[src/rtl/cla_bus_master.sv]
// cla_bus_master: bus-master sequencer for the carry-lookahead adder slave.
// It accepts an operand pair, writes A to address 0 and B to address 1 over
// the slave's active-low CS/WR/RD bus, reads the sum back from address 1 and
// returns it on an output stream.
//
// Optional feature: define CLA_MASTER_TXN_COUNT_EN to add a 16-bit txn_count
// output that counts completed result handshakes and wraps at 0xFFFF.
//
// Handshakes: a transfer happens on a rising clock edge where valid and ready
// are both 1. A source holds valid and its payload until that edge. Ready may
// be asserted without valid. This block never drops or duplicates a transfer.
module cla_bus_master #(
  parameter int DATA_WIDTH = 32,
  parameter int ADD_WIDTH  = 1
) (
  input  logic                  clock,
  input  logic                  reset,
  input  logic                  in_valid,
  output logic                  in_ready,
  input  logic [DATA_WIDTH-1:0] in_a,
  input  logic [DATA_WIDTH-1:0] in_b,
  output logic                  out_valid,
  input  logic                  out_ready,
  output logic [DATA_WIDTH-1:0] out_sum,
  output logic                  CS,
  output logic                  WR,
  output logic                  RD,
  output logic [ADD_WIDTH-1:0]  Address,
  output logic [DATA_WIDTH-1:0] Data,
  input  logic [DATA_WIDTH-1:0] rd_data,
  output logic [2:0]            dbg_state
`ifdef CLA_MASTER_TXN_COUNT_EN
  ,
  output logic [15:0]           txn_count
`endif
);

  typedef enum logic [2:0] {
    S_IDLE    = 3'd0,
    S_WR_A    = 3'd1,
    S_WR_B    = 3'd2,
    S_RD_REQ  = 3'd3,
    S_RD_WAIT = 3'd4,
    S_RESP    = 3'd5
  } state_t;

  state_t state;
  state_t next_state;

  // Operand B is held here. Operand A goes straight into the registered Data
  // bus on the accept edge, so it needs no separate holding register.
  logic [DATA_WIDTH-1:0] op_b;

  logic accept;
  logic resp_done;

  // These hold the bus values for the state being entered. They are
  // registered, so the bus changes only on clock edges.
  logic                  bus_cs;
  logic                  bus_wr;
  logic                  bus_rd;
  logic [ADD_WIDTH-1:0]  bus_addr;
  logic [DATA_WIDTH-1:0] bus_data;

  assign accept    = in_valid & in_ready;
  assign resp_done = out_valid & out_ready;
  assign dbg_state = state;

  // State register.
  always_ff @(posedge clock or negedge reset) begin
    if (!reset) state <= S_IDLE;
    else        state <= next_state;
  end

  // Next-state logic: a fixed walk through the bus phases, held in RESP until the result is taken.
  always_comb begin
    next_state = state;
    case (state)
      S_IDLE:    if (accept) next_state = S_WR_A;
      S_WR_A:    next_state = S_WR_B;
      S_WR_B:    next_state = S_RD_REQ;
      S_RD_REQ:  next_state = S_RD_WAIT;
      S_RD_WAIT: next_state = S_RESP;
      S_RESP:    if (resp_done) next_state = S_IDLE;
      default:   next_state = S_IDLE;
    endcase
  end

  // Output decode: bus values for the state being entered. next_state is
  // WR_A only on an accept edge, so in_a is valid when it is used here.
  always_comb begin
    bus_cs   = 1'b1;
    bus_wr   = 1'b1;
    bus_rd   = 1'b1;
    bus_addr = '0;
    bus_data = '0;
    case (next_state)
      S_WR_A: begin
        bus_cs   = 1'b0;
        bus_wr   = 1'b0;
        bus_addr = ADD_WIDTH'(0);
        bus_data = in_a;
      end
      S_WR_B: begin
        bus_cs   = 1'b0;
        bus_wr   = 1'b0;
        bus_addr = ADD_WIDTH'(1);
        bus_data = op_b;
      end
      S_RD_REQ: begin
        bus_cs   = 1'b0;
        bus_rd   = 1'b0;
        bus_addr = ADD_WIDTH'(1);
      end
      default: begin
        bus_cs   = 1'b1;
      end
    endcase
  end

  // Registered bus, stream flags, operand capture and sum capture.
  always_ff @(posedge clock or negedge reset) begin
    if (!reset) begin
      CS        <= 1'b1;
      WR        <= 1'b1;
      RD        <= 1'b1;
      Address   <= '0;
      Data      <= '0;
      in_ready  <= 1'b0;
      out_valid <= 1'b0;
      out_sum   <= '0;
      op_b      <= '0;
    end else begin
      CS        <= bus_cs;
      WR        <= bus_wr;
      RD        <= bus_rd;
      Address   <= bus_addr;
      Data      <= bus_data;
      in_ready  <= (next_state == S_IDLE);
      out_valid <= (next_state == S_RESP);
      if (accept) op_b <= in_b;
      // The slave registered its sum at the end of RD_REQ, so rd_data is
      // stable for the whole of RD_WAIT.
      if (state == S_RD_WAIT) out_sum <= rd_data;
    end
  end

`ifdef CLA_MASTER_TXN_COUNT_EN
  // Count completed result handshakes. The counter wraps naturally at 16 bits.
  always_ff @(posedge clock or negedge reset) begin
    if (!reset)         txn_count <= 16'd0;
    else if (resp_done) txn_count <= txn_count + 16'd1;
  end
`endif

endmodule

[config.mk]
export PLATFORM = sky130hd
export DESIGN_NAME = cla_bus_master
export DESIGN_NICKNAME = d
export VERILOG_FILES = /design/src/rtl/cla_bus_master.sv
export SDC_FILE = /design/constraint.sdc
export NUM_CORES = 1
export LEC_CHECK = 0
export BUFFER_PORTS_ARGS = -buffer_cell sky130_fd_sc_hd__buf_2
export CAP_MARGIN = 15
export CORE_MARGIN = 2
export CORE_UTILIZATION = 40
export CTS_BUF_LIST = sky130_fd_sc_hd__clkbuf_8
export DETAILED_ROUTE_END_ITERATION = 7
export PLACE_DENSITY = 0.71
export SKIP_CTS_REPAIR_TIMING = 1
export SYNTH_ARGS = -nofsm -noshare
export SYNTH_HDL_FRONTEND = slang
export SYNTH_SLANG_ARGS = --single-unit
[constraint.sdc]
create_clock -name clock -period 1.5 [get_ports clock]
set_clock_uncertainty 0.1 [all_clocks]
set_input_delay 0 -clock clock [delete_from_list [all_inputs] [get_ports clock]]
set_output_delay 0 -clock clock [all_outputs]
set_load 0.02 [all_outputs]
==> metrics.txt <==
status=finished, violations left; failing checks=negative setup slack; via count=3,357; DPL Wire Length=approximately 6.7 mm; WL final=between 10 and 15 mm; Synth Area in Simple Gates=7.13%; fin worst setup slack=-13.3 ps; fmax=about 0.66 GHz; # setup viols final=5; fin crit share=101%; Critical Path Fanout Max=8; row count=36; CP Buf/Inv Count=2; slowest stage delay, CP=about 440 ps; sequential fraction of the synthesis area=roughly 64%; first-pass GRT wire length=~15 mm; Synth Flop Type=dfrtp_1; CTS root buffer=clkbuf_8; clock latency on the worst-skew pair=350 ps; critical path launch point type=flop; die width=105 um; die height=between 100 and 150 um; Initial Util=~41%; Top delay family on crit path=flip-flops; TritonCTS clock tree=built; antenna-violating nets left=0; FF+latch count, synth=around 110; CP endpoint kind=flop; Max-Cap Viols=0; Tmin final=roughly 1500 ps; Area growth syn-to-layout=61.1%; DIE AREA=approximately 0.011 mm2; Total Nets Final=~660; WP data arrival=between 1500 and 2000 ps; RSZ-0062 raised after global routing=yes; Clock Sinks=roughly 110; Synth Area per Inst=between 10 and 15 um2; Synth Area in Compound Gates=approximately 8.0%; router iterations before antenna repair=5; Least-Margin Pin Slew=298 ps; final total power=about 12 mW; met3 Usage GRT=5.99%; YS warnings=0; area of the multi-input gates=0.00142 mm2; Hold WS=101 ps; placed cell area=roughly 0.0052 mm2; Inst Count DP=571; busiest grt layer=met2; required time worst endpoint=about 1600 ps; Cell Pwr Density=roughly 1900 mW/mm2; Synth Area in XOR/XNOR=0.214%; FFs w/ async S/R, synth=100%; GR Util met1=20.0%; GR Overflow Total=0; core area=roughly 0.0099 mm2; ratio of cells with drive above 1 in the final layout=49.6%; Post-route DRC=0; Tot GR Track Use=approximately 17%; syn_nets=about 370; Reg area=0.00263 mm2; fillcell total=roughly 700; largest family of logic cells by synthesized area=multiplexers; Worst path slowest cell=dfrtp_2; mapped cell area=0.00409 mm2; I/O Buffers=around 170; number of CTS-inserted buffers=9; Final Hold Vio Count=0; design area=approximately 0.0066 mm2; Post-Layout Cell Count=693; vias in the first global route=just under 3,000; max_slew headroom=~80%; Synth Instances=~270; depth of the CTS H-tree=3; Ports=173; pin count of the biggest net entering global routing=56; Synth cell types=25; multiplexer share of the synthesized area=between 10% and 20%; Critical Path, Cell by Cell=nor3b_4, buf_6, clkbuf_16, mux2_2; routability congestion estimate=0.721; clock-pin slew on the worst setup and hold paths=~110 ps; number of flops mapped to enable cells by yosys=0; crit path kind=reg2reg; peak supply drop=around 860 uV; max-slew violations=0; Antenna Cells=0; met2 usage=~30%; Avg WL per Cell=roughly 17 um; CTS Buffer Depth=2; initial DRC count=119; antenna violations before repair=0; leakage=3.17 nW; HP Class=in2async; Adder-Cell Fraction of Synth Area=0%; Vias/cell=approximately 4.8
-- Yosys cell counts, types with 2 or more instances --
cell type / instances / area [um2]
o2bb2ai_1: 32 / 280
buf_2: 8 / 40.0
dfrtp_1: 102 / 2550
a21oi_1: 2 / 10.0
buf_6: 3 / 33.8
nand2b_1: 33 / 206
clkbuf_1: 7 / 26.3
nor2_1: 4 / 15.0
mux2_2: 62 / 698
nand2_1: 2 / 7.51
dfstp_2: 3 / 78.8
mux2_1: 2 / 22.5
-- cell usage in the layout, fill, tap and decap left out, types with 3 or more instances in the layout --
cell type / synthesis / layout
buf_2: 8 / 171
inv_6: 0 / 4
dfrtp_1: 102 / 100
clkbuf_8: 0 / 10
nand2b_1: 33 / 33
nor2_1: 4 / 4
buf_4: 1 / 6
mux2_2: 62 / 53
clkbuf_16: 0 / 4
mux2_4: 0 / 10
dlygate4sd3_1: 0 / 100
o2bb2ai_1: 32 / 31
dfstp_2: 3 / 3
buf_12: 0 / 7
-- registers in the layout (all words and copies together) (netlist names) --
| signal | flops |
|---|---|
| out_sum | 32 |
| CS | 1 |
| WR | 1 |
| Data | 32 |
| Address | 1 |
| in_ready | 1 |
| op_b | 32 |
| RD | 1 |
| out_valid | 1 |
| dbg_state | 3 |
-- where the power goes --
| part | internal [mW] | total, mW | switching, mW |
|---|---|---|---|
| clock | 0.840 | 1.83 | 0.989 |
| sequential | 4.19 | 4.85 | 0.659 |
| combinational | 2.74 | 5.72 | 2.97 |
-- kinds of logic (layout without fill, tap and decap cells) --
family	after synthesis	count (layout)
XOR/XNOR	1	1
AND/OR/NAND/NOR	45	45
multiplexers	64	64
flip-flops	105	105
buffers and inverters	19	306
AO/OA/AOI/OAI	39	39
-- tightest hold or removal path, cell delays in order --
cell and delay (ps):
dlygate4sd3_1 540, buf_4 150, buf_12 260
-- worst paths after layout --
check | startpoint | endpoint | slack (ps) | depth (start not counted)
worst max-delay path | dbg_state[0] | out_sum[0] | -10 | 4
worst min-delay path | reset | out_sum[27] | 100 | 3
worst max register to register | dbg_state[0] | out_sum[0] | -10 | 4
worst min register to register | op_b[28] | Data[28] | 380 | 1
max in group asynchronous | reset | out_sum[10] | 700 | 3
min in group clock | in_b[22] | op_b[22] | 300 | 3
-- area by class of cell --
| type | instances | share of cell area, % |
|---|---|---|
| sequential | 105 | 40.0 |
| timing repair buffer | 290 | 32.9 |
| multi-input combinational | 149 | 21.5 |
| tap | 133 | 2.53 |
| clock buffer | 10 | 2.09 |
| clock inverter | 6 | 1.06 |
-- stage by stage --
stage               util (%)  setup TNS [ps]  setup slack, ps
floorplan                  -           -3190             -107
global placement        52.5               0             80.6
global route            66.8            -788            -48.0
CTS                     54.7           -69.7            -69.7
finish                  66.8           -39.2            -13.3
detailed placement      52.5               0             42.8
-- layer usage --
metal	vias to the layer above	wire [um]
li1	1528	-
met1	1663	4830
met2	144	6420
met3	22	634
met4	0	244
met5	-	0
Note: power is estimated with default switching activity, not from simulation.
